--- src/rtl/bootrom_arb_pkg.sv ---
// Shared constants and sizing helpers for the boot ROM arbiter.
// Range checking is enabled by defining BOOTROM_ARB_RANGE_CHECK_EN.
package bootrom_arb_pkg;

    // Width of a requester index: clog2(n), never less than one bit.
    function automatic int unsigned idx_width(input int unsigned n);
        return (n > 1) ? $clog2(n) : 1;
    endfunction

    // Number of byte-offset bits within one ROM word.
    function automatic int unsigned word_offset(input int unsigned data_width);
        return (data_width > 8) ? $clog2(data_width / 8) : 0;
    endfunction

endpackage

--- src/rtl/bootrom_arb_rr.sv ---
// Round-robin pointer plus first-set-from-pointer priority encoder.
module bootrom_arb_rr #(
    parameter int unsigned NumReq = 2,
    parameter int unsigned IdxW   = 1
) (
    input  logic              clk_i,
    input  logic              rst_ni,
    input  logic [NumReq-1:0] req_i,
    input  logic              gnt_taken_i,
    output logic [NumReq-1:0] gnt_o,
    output logic [IdxW-1:0]   idx_o
);

    logic [IdxW-1:0] ptr_q, ptr_d;
    logic [IdxW-1:0] win_hi, win_lo;
    logic            found_hi, found_lo;

    // Two passes: the first asserted request at or above the pointer, else the lowest one.
    always_comb begin
        found_hi = 1'b0;
        found_lo = 1'b0;
        win_hi   = '0;
        win_lo   = '0;
        for (int unsigned j = 0; j < NumReq; j++) begin
            if (req_i[j] && !found_hi && (j >= 32'(ptr_q))) begin
                found_hi = 1'b1;
                win_hi   = IdxW'(j);
            end
            if (req_i[j] && !found_lo) begin
                found_lo = 1'b1;
                win_lo   = IdxW'(j);
            end
        end
    end

    assign idx_o = found_hi ? win_hi : win_lo;
    assign gnt_o = (found_hi || found_lo) ? (NumReq'(1) << idx_o) : '0;

    always_comb begin
        ptr_d = ptr_q;
        if (gnt_taken_i) begin
            ptr_d = (idx_o == IdxW'(NumReq - 1)) ? '0 : idx_o + 1'b1;
        end
    end

    always_ff @(posedge clk_i or negedge rst_ni) begin
        if (!rst_ni) begin
            ptr_q <= '0;
        end else begin
            ptr_q <= ptr_d;
        end
    end

endmodule

--- src/rtl/bootrom_arbiter.sv ---
// Shares a combinational-read boot ROM between NumReq word-read requesters.
// Define BOOTROM_ARB_RANGE_CHECK_EN to flag granted addresses >= RomSizeBytes.
module bootrom_arbiter
    import bootrom_arb_pkg::*;
#(
    parameter int unsigned NumReq       = 2,
    parameter int unsigned AddrWidth    = 16,
    parameter int unsigned DataWidth    = 32,
    parameter int unsigned RomSizeBytes = 4096
) (
    input  logic                             clk_i,
    input  logic                             rst_ni,
    input  logic [NumReq-1:0]                req_i,
    input  logic [NumReq-1:0][AddrWidth-1:0] addr_i,
    output logic [NumReq-1:0]                gnt_o,
    output logic [NumReq-1:0]                rvalid_o,
    output logic [DataWidth-1:0]             rdata_o,
    output logic [NumReq-1:0]                err_o,
    output logic                             rom_req_o,
    output logic [AddrWidth-1:0]             rom_addr_o,
    input  logic [DataWidth-1:0]             rom_data_i
);

    localparam int unsigned IdxW = idx_width(NumReq);

    logic [IdxW-1:0]      win_idx;
    logic                 any_gnt;
    logic [AddrWidth-1:0] sel_addr;

    assign any_gnt = |gnt_o;

    bootrom_arb_rr #(
        .NumReq (NumReq),
        .IdxW   (IdxW)
    ) u_rr (
        .clk_i       (clk_i),
        .rst_ni      (rst_ni),
        .req_i       (req_i),
        .gnt_taken_i (any_gnt),
        .gnt_o       (gnt_o),
        .idx_o       (win_idx)
    );

    assign sel_addr = addr_i[win_idx];

`ifdef BOOTROM_ARB_RANGE_CHECK_EN
    logic in_range;

    // Out-of-range grants still complete, but never touch the ROM.
    assign in_range  = 64'(sel_addr) < 64'(RomSizeBytes);
    assign rom_req_o = any_gnt & in_range;

    always_ff @(posedge clk_i or negedge rst_ni) begin
        if (!rst_ni) begin
            err_o <= '0;
        end else begin
            err_o <= (any_gnt && !in_range) ? gnt_o : '0;
        end
    end
`else
    assign rom_req_o = any_gnt;
    assign err_o     = '0;
`endif

    assign rom_addr_o = rom_req_o ? sel_addr : '0;

    always_ff @(posedge clk_i or negedge rst_ni) begin
        if (!rst_ni) begin
            rvalid_o <= '0;
            rdata_o  <= '0;
        end else begin
            rvalid_o <= gnt_o;
            if (any_gnt) begin
                rdata_o <= rom_req_o ? rom_data_i : '0;
            end
        end
    end

endmodule

--- config.mk ---
export PLATFORM = sky130hd
export DESIGN_NAME = bootrom_arbiter
export DESIGN_NICKNAME = d
export VERILOG_FILES = /design/src/rtl/bootrom_arb_pkg.sv /design/src/rtl/bootrom_arb_rr.sv /design/src/rtl/bootrom_arbiter.sv
export SDC_FILE = /design/constraint.sdc
export NUM_CORES = 1
export LEC_CHECK = 0
export BUFFER_PORTS_ARGS = -buffer_cell sky130_fd_sc_hd__buf_2
export CAP_MARGIN = 5
export CORE_MARGIN = 2
export CORE_UTILIZATION = 43
export CTS_CLUSTER_DIAMETER = 30
export DETAILED_ROUTE_END_ITERATION = 8
export PLACE_DENSITY = 0.87
export SETUP_SLACK_MARGIN = 0.4
export SLEW_MARGIN = 20
export SYNTH_ARGS = -nofsm -noshare
export SYNTH_HDL_FRONTEND = slang
export SYNTH_HIERARCHICAL = 1
export SYNTH_SLANG_ARGS = --single-unit
export TNS_END_PERCENT = 20
--- constraint.sdc ---
create_clock -name clk_i -period 2.3 [get_ports clk_i]
set_input_delay 0.115 -clock clk_i [delete_from_list [all_inputs] [get_ports clk_i]]
set_output_delay 0.115 -clock clk_i [all_outputs]
set_load 0.01 [all_outputs]
-- Yosys cells after proc, flatten, opt, wreduce, memory -nomap -nowiden
Cells that the tools add are included.
- word-level logic and storage cells: 26
- output and inout bits: 55
- input port bits: 68
- register bits: 35
- shift operators: 1
- reduce and logical (&&, ||, !) cells: 7
- order comparisons: 2
- $add $sub $neg: 1
- multiplexer cells: 12
- operator list (operator ; number):
    16-bit two-way mux ; 3
    1-bit two-way mux ; 8
    1-bit logical AND ; 3
    1-bit logical NOT ; 2
    1-bit by 2-bit less-than comparator with 1-bit output, second input constant ; 1
    2-bit two-way mux ; 1
    2-bit OR reduction ; 1
    1-bit by 1-bit left shift with 2-bit output, first input constant ; 1
    1-bit adder, second input constant ; 1
    1-bit greater-or-equal comparator, first input constant ; 1
    1-bit logical OR ; 1

-- Logic depth before layout (Yosys ltp)
Gate-level depths: netlist of the first run.
- depth after elaboration: 11
- mapped depth: 8

-- Cells and area by module
The synthesis of the first run kept the hierarchy.
- modules (own cells, without submodules) (module ; cells each ; instances ; area an instance (µm²) ; seq. area each (µm²)):
    bootrom_arbiter ; 110 ; 1 ; 1554.0 ; 850.8
    bootrom_arb_rr ; 7 ; 1 ; 83.8 ; 25.0

-- Worst setup path after synthesis of the first run
No wires, ideal clock.
- path type: reg-to-reg
- from: register u_rr.ptr_q
- to: register u_rr.ptr_q
- data arrival time: 1.704 ns
- path slack: 0.515 ns
- required time: 2.220 ns
- stages on the path, launching flop included: 8
- period minus slack after synthesis: 1.785 ns
- buffers on the path: 2
- path through: dfrtp_1 -> a21boi_0 -> nor2_4 -> clkbuf_8 -> buf_4 -> inv_1 -> nor2_1 -> a31oi_4
- word-level cells in the longest chain between the ends: 10
- ends and longest elaborated chain (element ; RTL line ; source):
    start, declared ; bootrom_arb_rr.sv:14 ; logic [IdxW-1:0] ptr_q, ptr_d;
    start signal, assigned ; bootrom_arb_rr.sv:50 ; ptr_q <= ptr_d;
    1-bit greater-or-equal comparator * ; bootrom_arb_rr.sv:25 ; if (req_i[j] && !found_hi && (j >= 32'(ptr_q))) begin
    1-bit logical AND * ; bootrom_arb_rr.sv:25 ;
    1-bit two-way mux * ; bootrom_arb_rr.sv:25 ;
    1-bit logical NOT ; bootrom_arb_rr.sv:25 ;
    1-bit logical AND ; bootrom_arb_rr.sv:25 ;
    1-bit two-way mux ; bootrom_arb_rr.sv:25 ;
    1-bit two-way mux ; bootrom_arb_rr.sv:36 ; assign idx_o = found_hi ? win_hi : win_lo;
    1-bit by 1-bit left shift with 2-bit output ; bootrom_arb_rr.sv:37 ; assign gnt_o = (found_hi || found_lo) ? (NumReq'(1) << idx_o) : '0;
    2-bit two-way mux * ; bootrom_arb_rr.sv:37 ;
    net gnt_o[0] ; bootrom_arbiter.sv:15 ; output logic [NumReq-1:0] gnt_o,
    2-bit OR reduction * ; bootrom_arbiter.sv:30 ; assign any_gnt = |gnt_o;
    net rom_req_o ; bootrom_arbiter.sv:19 ; output logic rom_req_o,
The timed path passes the listed nets; every way through them passes the cells marked *.
A chain may end at the register's enable or synchronous reset.

-- Worst setup path in the final report of the first run
- from: register u_rr.ptr_q
- to: output rom_req_o
- word-level cells in the longest chain between the ends: 10
- ends and longest elaborated chain (element ; RTL line):
    1-bit greater-or-equal comparator * ; bootrom_arb_rr.sv:25
    1-bit logical AND * ; bootrom_arb_rr.sv:25
    1-bit two-way mux * ; bootrom_arb_rr.sv:25
    1-bit logical NOT ; bootrom_arb_rr.sv:25
    1-bit logical AND ; bootrom_arb_rr.sv:25
    1-bit two-way mux ; bootrom_arb_rr.sv:25
    1-bit two-way mux ; bootrom_arb_rr.sv:36
    1-bit by 1-bit left shift with 2-bit output ; bootrom_arb_rr.sv:37
    2-bit two-way mux * ; bootrom_arb_rr.sv:37
    2-bit OR reduction * ; bootrom_arbiter.sv:30
    end, declared ; bootrom_arbiter.sv:19
Every way passes the cells marked *; elsewhere a longest branch is shown, timed or not.

==> impl_metrics.py, run 1 <==
metrics = {
    "synthesis": {
        "yosys.area_share.xor_xnor_pct": 0,
        "synth_fa_ha_area_share_pct": 0,
        "synth_cells": 117,
        "ys_seq_elements": 35,
        "seq_area_frac_synth_pct": 53.5,
        "yosysUniqueCellTypes": 15,
        "muxShareOfSynthArea_pct": 32.2,
        "netlist_area_sq_um": 1640,
        "synth_top_family_by_area": "multiplexers",
        "yosys_warnings": 6,
        "synth-simple-area-share_pct": 6.19,
        "synth_area_per_cell_sq_um": 14.0,
        "synth_compound_area_share_pct": 1.76,
    },
    "layout": {
        "layout.nets": 312,
        "drive_above_1_share_pct": 69.4,
        "fin_cells": 293,
        "fill_cells": 304,
        "syn_to_final_growth_pct": 47.1,
        "stdcell_area_sq_um": 2410,
        "layout_common_cells": "buf_2, dfrtp_1, mux2_2",
        "antenna_cells": 0,
        "final_common_cell": "buf_2",
    },
    "setup_path": {
        "worstPathMaxFanout": 22,
        "criticalPathCategory": "reg2out",
        "critPathLaunchType": "flop",
        "crit_family": "simple AND/OR/NAND/NOR gates",
        "crit_required_ns": 2.18,
        "critPathSlowestCell": "dfrtp_1",
        "path_cells": "nand2b_4 -> and2_1 -> nor2_4 -> buf_12 -> inv_1 -> buf_2",
        "worst-path-buf-inv": 3,
        "critPathCaptureType": "output port",
        "r2r_slack_ns": 0.55,
        "critPathMaxStageDelay_ns": 0.40,
        "crit_arrival_ns": 1.67,
    },
    "clocking": {
        "max-clock-path-buffers": 2,
        "cts_tree": "built",
        "cts-root-buf": "clkbuf_8",
        "clock_latency_ns": 0.27,
        "cts_buffers": 5,
        "clkTransAtPathRegs_ns": 0.07,
        "numClockSinks": 35,
        "htreeDepth": 2,
    },
    "sta": {
        "slew_headroom_pct": 50.0,
        "worstMarginPinSlew_ns": 0.750,
        "slew_violations": 0,
        "rsz0062_at_grt": "false",
        "setup_violations": 0,
        "min_period_over_period_pct": 77.5,
        "timing.final.crit_period_ns": 1.78,
        "max_freq_mhz": 561,
        "hold_violations": 0,
        "fin_setup_tns_ns": 0,
        "setup_slack_ns": 0.518,
        "clock_skew_ns": 0.00537,
    },
    "global_route": {
        "antenna_found_initial": 0,
        "grt.overflow.total": 0,
        "grt_start_max_net_pins": 36,
        "grt_pass1_vias": 1246,
        "grt_use_total_pct": 17.2,
        "grt_pass1_wl_um": 5630,
    },
    "floorplanning": {
        "initial_core_util_pct": 44.7,
        "dieArea_sq_um": 4320,
        "core_sq_um": 3660,
        "rows": 22,
        "die_x_um": 65.7,
        "die_h_um": 65.7,
        "num_io_pins": 123,
    },
    "route": {
        "vias": 1323,
        "routed_wl_um": 3730,
        "via_per_inst": 4.52,
        "firstDrtPassIters": 4,
        "wl_per_cell_um": 12.7,
        "ant_nets": 0,
        "drc": 0,
        "initialDrtViolationCount": 20,
    },
    "pwr": {
        "p_int_mw": 1.25,
        "swShare_pct": 27.4,
        "p_leak_nw": 1.28,
        "seq_power_share_pct": 43.1,
        "powerDensity_nw_per_um2": 714,
        "comb_power_share_pct": 29.6,
        "finalPower_mw": 1.72,
        "ir_worst_vdd_v": 0.000514,
        "clockPowerShare_pct": 27.3,
        "power.switching_mw": 0.471,
    },
    "placed_design": {
        "postPlaceCellArea_sq_um": 2230,
        "numPortBuffers": 120,
        "place_ws_ns": 0.541,
        "gp_congestion": 0.722,
        "dp.cells": 279,
        "hpwl_um": 2870,
    },
    "job": {
        "maxCapViolations": 0,
    },
    "outcome": {
        "status": "finished clean",
    },
    "min_path": {
        "hold_path.class": "in2reg",
    },
}
path summary, 6_finish.rpt:
kind                                      from     endpoint  depth (start not counted)
max in group asynchronous               rst_ni  rdata_o[28]                          2
worst min-delay path            rom_data_i[13]  rdata_o[13]                          2
worst max register to register      u_rr/ptr_q  rdata_o[27]                          5
worst max-delay path                u_rr/ptr_q    rom_req_o                          6
min in group asynchronous               rst_ni  rdata_o[13]                          2
worst min register to register     rdata_o[31]  rdata_o[31]                          1
stage by stage:
| stage | hold WS [ns] | util, % |
|---|---|---|
| after floorplan | -0.181 | - |
| after global placement | 0.225 | 61.0 |
| after detailed placement | 0.221 | 61.0 |
| after CTS | 0.0572 | 65.0 |
| after global routing | 0.0575 | 65.8 |
| final | 0.0660 | 65.8 |
sequential cells by signal (all words and copies together), names as in the netlist:
name        cells
rvalid_o        2
u_rr/ptr_q      1
rdata_o        32
layout make-up:
class	instances	area, sq um	area share (%)
repair buffers	128	701	29.1
well taps	48	60.1	2.49
flip-flops and latches	35	876	36.3
multi-input cells	73	666	27.6
clock inverters	1	7.51	0.312
clock buffers	7	96.3	4.00
inverters	1	3.75	0.156
cells by family after synthesis:
family | count (synthesis)
AND/OR/NAND/NOR | 21
buffers and inverters | 10
flip-flops | 35
AO/OA/AOI/OAI | 2
other | 1
multiplexers | 48
power groups by stage:
| stage | combinational [mW] | sequential [mW] | clock, mW |
|---|---|---|---|
| global route | 0.555 | 0.753 | 0.517 |
| finish | 0.510 | 0.742 | 0.469 |
| CTS | 0.506 | 0.742 | 0.489 |
| global placement | 0.475 | 0.750 | 0 |
| floorplan | 0.243 | 0.796 | 0 |
| detailed placement | 0.487 | 0.753 | 0 |
synth_stat cells:
master | instances | area (sq um)
mux2_2 | 30 | 338
inv_1 | 1 | 3.75
a21boi_0 | 1 | 7.51
clkbuf_8 | 4 | 55.1
dfrtp_1 | 35 | 876
conb_1 | 1 | 3.75
a31oi_4 | 1 | 21.3
and2_1 | 2 | 12.5
nor2_4 | 1 | 11.3
mux2_4 | 2 | 30.0
buf_4 | 4 | 30.0
nand2b_4 | 1 | 13.8
mux2i_1 | 16 | 160
nor2_1 | 17 | 63.8
buf_6 | 1 | 11.3
layer usage:
| metal | up-vias | part of all wire, % | track usage, % |
|---|---|---|---|
| met5 | - | 0 | 0 |
| met4 | 0 | 1.5 | 7.29 |
| met3 | 4 | 4.2 | 3.77 |
| met2 | 43 | 54 | 29.9 |
| met1 | 629 | 40 | 20.4 |
| li1 | 647 | - | - |
what timing repair did:
item                                    4_1_cts  5_1_grt
hold endpoints to repair                     35        0
setup buffers                                 0        4
pin swaps                                     0        1
endpoints found under the setup margin        1       30
hold buffers                                  1        0
gates cloned                                  1        0
resized for setup                             0        1
Note: power is estimated with default switching activity, not from simulation.
==> run 2: changes to the inputs <==
--- a/config.mk
+++ b/config.mk
@@ -8,10 +8,10 @@
 export BUFFER_PORTS_ARGS = -buffer_cell sky130_fd_sc_hd__buf_2
 export CAP_MARGIN = 5
 export CORE_MARGIN = 2
-export CORE_UTILIZATION = 43
+export CORE_UTILIZATION = 40
 export CTS_CLUSTER_DIAMETER = 30
 export DETAILED_ROUTE_END_ITERATION = 8
-export PLACE_DENSITY = 0.87
+export PLACE_DENSITY = 0.82
 export SETUP_SLACK_MARGIN = 0.4
 export SLEW_MARGIN = 20
 export SYNTH_ARGS = -nofsm -noshare
==> constraint.sdc (replaced) <==
create_clock -name clk_i -period 1.74 [get_ports clk_i]
set_input_delay 0.087 -clock clk_i [delete_from_list [all_inputs] [get_ports clk_i]]
set_output_delay 0.087 -clock clk_i [all_outputs]
set_load 0.01 [all_outputs]
==> run 2 against run 1 <==
  * First-iteration DRC count increased to 2.7 times the previous value
  * Final cell count increased by 1.4%
  * Largest power group unchanged
  * Clock-buffer cell count unchanged
  * Largest cell class unchanged
  * Clock power increased by 13%
  * Power increased by 31%
==> impl_metrics.py, run 2 (synthesized netlist as in run 1, its figures left out) <==
metrics = {
    "min_path": {
        "hp-start": "rom_data_i[12]",
        "min_to": "rdata_o[12]",
        "hold_path.class": "in2reg",
        "whs_path_depth": 2,
    },
    "sta": {
        "rsz0062_at_grt": "true",
        "clock_skew_ns": 0.00555,
        "slew_headroom_pct": 50.1,
        "timing.final.crit_period_ns": 1.65,
        "fin_setup_tns_ns": 0,
        "hold_violations": 0,
        "min_period_over_period_pct": 94.7,
        "setup_violations": 0,
        "whs_ns": 0.0380,
        "slew_violations": 0,
        "worstMarginPinSlew_ns": 0.748,
        "max_freq_mhz": 607,
    },
    "route": {
        "routed_wl_um": 3870,
        "ant_nets": 0,
        "vias": 1361,
        "initialDrtViolationCount": 54,
        "via_per_inst": 4.58,
        "drc": 0,
        "wl_per_cell_um": 13.0,
        "firstDrtPassIters": 4,
    },
    "layout": {
        "largest_reg_flops": 32,
        "layout_common_cells": "buf_2, dfrtp_1, mux2_2",
        "syn_to_final_growth_pct": 51.6,
        "layout.nets": 314,
        "seqCellArea_sq_um": 876,
        "largest-register": "rdata_o",
        "largest_registers": "rdata_o: 32 flops, rvalid_o: 2 flops, u_rr/ptr_q: 1 flops",
        "fill_cells": 315,
        "final_common_cell": "buf_2",
        "drive_above_1_share_pct": 70.9,
        "multi_input_area_sq_um": 712,
        "stdcell_area_sq_um": 2480,
        "antenna_cells": 0,
    },
    "setup_path": {
        "critPathSlowestCell": "dfrtp_1",
        "crit_family": "simple AND/OR/NAND/NOR gates",
        "worst-path-buf-inv": 2,
        "crit_arrival_ns": 1.80,
        "r2r_start": "u_rr/ptr_q",
        "critPathCaptureType": "flop",
        "r2r-end": "rdata_o[17]",
        "worstPathMaxFanout": 13,
        "crit_required_ns": 1.89,
        "critPathMaxStageDelay_ns": 0.41,
        "startpoint": "u_rr/ptr_q",
        "r2r_slack_ns": 0.09,
        "criticalPathCategory": "reg2reg",
        "path_cells": "nand2b_4 -> and2_4 -> nor2_4 -> buf_4 -> buf_12 -> mux2_2",
        "reg2regPathDepth": 6,
        "critPathLaunchType": "flop",
    },
    "pwr": {
        "powerDensity_nw_per_um2": 907,
        "clockPowerShare_pct": 23.6,
        "p_int_mw": 1.62,
        "power.switching_mw": 0.638,
        "p_leak_nw": 1.32,
        "swShare_pct": 28.3,
        "seq_power_share_pct": 43.7,
        "ir_worst_vdd_v": 0.000312,
        "comb_power_share_pct": 32.7,
        "finalPower_mw": 2.25,
    },
    "clocking": {
        "max-clock-path-buffers": 2,
        "cts_buffers": 5,
        "cts-root-buf": "clkbuf_8",
        "clock_latency_ns": 0.28,
        "htreeDepth": 2,
        "clkTransAtPathRegs_ns": 0.07,
        "numClockSinks": 35,
        "cts_tree": "built",
    },
    "placed_design": {
        "gp_congestion": 0.778,
        "postPlaceCellArea_sq_um": 2310,
        "numPortBuffers": 120,
        "hpwl_um": 3030,
    },
    "job": {
        "maxCapViolations": 0,
    },
    "floorplanning": {
        "initial_core_util_pct": 41.2,
        "die_h_um": 68.0,
        "rows": 23,
        "dieArea_sq_um": 4620,
        "die_x_um": 68.0,
        "num_io_pins": 123,
        "core_sq_um": 3970,
    },
    "global_route": {
        "grt_pass1_vias": 1229,
        "grt_start_max_net_pins": 36,
        "grt_pass1_wl_um": 5410,
        "antenna_found_initial": 0,
        "grt_use_total_pct": 16.2,
        "grt.overflow.total": 0,
    },
    "outcome": {
        "status": "finished clean",
    },
}
-- run 2: layer usage --
metal | up-vias | wire, um | global-route usage, %
met5 | - | 0 | 0
met4 | 0 | 25 | 8.00
met3 | 2 | 394 | 5.76
met2 | 91 | 1990 | 29.0
met1 | 617 | 1450 | 16.7
li1 | 651 | - | -
-- run 2: cell type report --
cell class                 instances  share of cell area, %
clock buffer                       7                   3.07
clock inverter                     1                  0.202
inverter                           1                  0.353
multi-input combinational         73                   28.7
sequential                        35                   35.3
tap                               50                   2.52
timing repair buffer             130                   29.9
-- run 2: worst register-to-register path: stages, from the launching register on --
cell	delay, ns
dfrtp_1	0.41
nand2b_4	0.17
and2_4	0.15
nor2_4	0.16
buf_4	0.15
buf_12	0.14
mux2_2	0.35
-- run 2: repair_timing --
action                     in CTS  in global routing
pin swaps                       2                  2
hold buffers                    1                  0
resized for setup               4                  0
setup endpoints to repair      50                 50
gates cloned                    1                  0
buffers inserted                3                  1
hold endpoints to repair       35                  0
-- run 2: per-stage QoR --
stage          util, %  std cells  setup slack (ns)
2_1_floorplan        -        118             0.262
3_3_place_gp      58.2        283             0.172
3_5_place_dp      58.2        283             0.111
4_1_cts           62.4        296            0.0606
5_1_grt           62.5        297          0.000226
6_report          62.5        297            0.0924
-- run 2: worst max path at each step --
stage / cells past startpoint / to / slack [ns]
3_3_place_gp: 5 / rdata_o[18] / 0.17
6_report: 6 / rdata_o[17] / 0.09
5_1_grt: 6 / rom_addr_o[5] / 0.0002
3_5_place_dp: 5 / rdata_o[15] / 0.11
4_1_cts: 6 / rom_addr_o[5] / 0.06
2_1_floorplan: 5 / rdata_o[0] / 0.26
-- run 2: power groups by stage --
stage | clock network (mW) | registers (mW) | logic (mW)
after CTS | 0.554 | 0.984 | 0.745
after floorplan | 0 | 1.06 | 0.357
final | 0.532 | 0.984 | 0.737
after global placement | 0 | 0.994 | 0.680
after global routing | 0.603 | 0.998 | 0.801
after detailed placement | 0 | 1.00 | 0.693
==> run 3: changes to the inputs <==
--- a/config.mk
+++ b/config.mk
@@ -7,11 +7,13 @@
 export LEC_CHECK = 0
 export BUFFER_PORTS_ARGS = -buffer_cell sky130_fd_sc_hd__buf_2
 export CAP_MARGIN = 5
+export CELL_PAD_IN_SITES_DETAIL_PLACEMENT = 0
+export CELL_PAD_IN_SITES_GLOBAL_PLACEMENT = 1
 export CORE_MARGIN = 2
-export CORE_UTILIZATION = 40
+export CORE_UTILIZATION = 29
 export CTS_CLUSTER_DIAMETER = 30
 export DETAILED_ROUTE_END_ITERATION = 8
-export PLACE_DENSITY = 0.82
+export PLACE_DENSITY = 0.81
 export SETUP_SLACK_MARGIN = 0.4
 export SLEW_MARGIN = 20
 export SYNTH_ARGS = -nofsm -noshare
==> run 3 against run 2 <==
  * Via count grew 2.6%
  * Routed wire length grew 6.5%
  * Clock power grew 4.7%
  * First-iteration DRC count shrank 74%
  * Register-to-register slack is essentially flat
  * Worst setup slack gained 0.013 ns
==> impl_metrics.py, run 3 (synthesized netlist as in run 1, its figures left out) <==
metrics = {
    "outcome": {
        "status": "finished clean",
    },
    "layout": {
        "drive_above_1_share_pct": 73.4,
        "antenna_cells": 0,
        "largest_registers": "rdata_o: 32 flops, rvalid_o: 2 flops, u_rr/ptr_q: 1 flops",
        "multi_input_area_sq_um": 752,
        "syn_to_final_growth_pct": 60.1,
        "largest_reg_flops": 32,
        "fin_cells": 324,
        "fill_cells": 530,
        "layout_common_cells": "buf_2, dfrtp_1, mux2_2, mux2_4, nor2_1",
        "final_common_cell": "buf_2",
        "seqCellArea_sq_um": 876,
        "largest-register": "rdata_o",
        "layout.nets": 320,
    },
    "clocking": {
        "clkTransAtPathRegs_ns": 0.07,
        "clock_latency_ns": 0.27,
        "numClockSinks": 35,
        "cts_buffers": 5,
        "cts-root-buf": "clkbuf_8",
        "cts_tree": "built",
        "htreeDepth": 2,
        "max-clock-path-buffers": 2,
    },
    "placed_design": {
        "numPortBuffers": 120,
        "gp_congestion": 0.735,
        "dp.cells": 305,
        "hpwl_um": 2950,
    },
    "floorplanning": {
        "rows": 27,
        "die_h_um": 79.2,
        "dieArea_sq_um": 6260,
        "num_io_pins": 123,
        "initial_core_util_pct": 29.9,
        "core_sq_um": 5470,
        "die_x_um": 79.2,
    },
    "setup_path": {
        "crit_required_ns": 1.90,
        "path_cells": "nand2b_4 -> and2_4 -> nor2_4 -> buf_6 -> clkbuf_16 -> mux2_2",
        "critPathCaptureType": "flop",
        "critPathMaxStageDelay_ns": 0.40,
        "critPathSlowestCell": "dfrtp_1",
        "crit_arrival_ns": 1.80,
        "criticalPathCategory": "reg2reg",
        "worstPathMaxFanout": 11,
        "critPathLaunchType": "flop",
    },
    "sta": {
        "hold_violations": 0,
        "min_period_over_period_pct": 93.9,
        "setup_violations": 0,
        "rsz0062_at_grt": "true",
        "fin_setup_tns_ns": 0,
        "worstMarginPinSlew_ns": 0.765,
        "slew_violations": 0,
        "max_freq_mhz": 612,
        "timing.final.crit_period_ns": 1.63,
        "slew_headroom_pct": 49.0,
        "clock_skew_ns": 0.00460,
    },
    "route": {
        "routed_wl_um": 4120,
        "via_per_inst": 4.31,
        "wl_per_cell_um": 12.7,
        "firstDrtPassIters": 4,
        "initialDrtViolationCount": 14,
        "vias": 1397,
        "ant_nets": 0,
        "drc": 0,
    },
    "pwr": {
        "finalPower_mw": 2.34,
        "powerDensity_nw_per_um2": 892,
        "ir_worst_vdd_v": 0.000344,
        "p_leak_nw": 1.39,
    },
    "job": {
        "maxCapViolations": 0,
    },
    "global_route": {
        "grt_use_total_pct": 12.1,
        "antenna_found_initial": 0,
        "grt.overflow.total": 0,
        "grt_pass1_wl_um": 5920,
        "grt_pass1_vias": 1345,
        "grt_start_max_net_pins": 36,
    },
    "min_path": {
        "hold_path.class": "in2reg",
    },
}
-- run 3: area by class of cell --
type / instances / area share [%]
Clock inverter: 1 / 0.191
Timing Repair Buffer: 136 / 30.8
Tap cell: 72 / 3.44
Sequential cell: 35 / 33.4
Clock buffer: 6 / 3.15
Multi-Input combinational cell: 73 / 28.7
Inverter: 1 / 0.334
-- run 3: per-stage QoR --
step | worst slack [ns] | hold slack [ns] | util, % | cell area (sq um)
after global routing | 0.0631 | 0.0222 | 47.9 | 2620
final | 0.106 | 0.0433 | 47.9 | 2620
after CTS | 0.0999 | 0.0282 | 45.2 | 2470
after global placement | 0.206 | 0.201 | 42.8 | 2340
after detailed placement | 0.154 | 0.204 | 42.8 | 2340
after floorplan | 0.262 | -0.209 | - | 1700
-- run 3: power breakdown --
part	switching [mW]	total, mW	internal (mW)
registers	0.0541	0.984	0.929
logic	0.350	0.798	0.448
clock network	0.248	0.557	0.310
total	0.651	2.34	1.69
-- run 3: critical path: cells and delay by family, from the launching register on --
kind	cells	cell delay, ns
DFF	1	0.40
muxes	1	0.33
buffers and inverters	2	0.32
and+or+nand+nor	3	0.47
-- run 3: final timing paths --
path                       slack [ns]           to           start  cells after the start
setup / recovery                 0.11  rdata_o[16]      u_rr/ptr_q                      6
hold / removal                   0.04  rdata_o[19]  rom_data_i[19]                      2
setup reg to reg                 0.11  rdata_o[16]      u_rr/ptr_q                      6
hold reg to reg                  0.50  rdata_o[28]     rdata_o[28]                      1
max in group asynchronous        0.83  rdata_o[27]          rst_ni                      2
min in group asynchronous        0.43   rdata_o[0]          rst_ni                      2
-- run 3: routing by layer --
metal	vias to the layer above	track usage, %	part of all wire [%]
li1	659	-	-
met1	639	14.0	41
met2	97	20.3	47
met3	2	5.00	12
met4	0	4.14	0.46
met5	-	0	0
-- run 3: repair_timing --
action,in CTS,in global routing
endpoints found under the hold margin,35,0
endpoints found under the setup margin,50,50
pin swaps,0,4
cloned,1,2
setup buffers,1,7
hold buffers,1,0
resized for setup,6,15
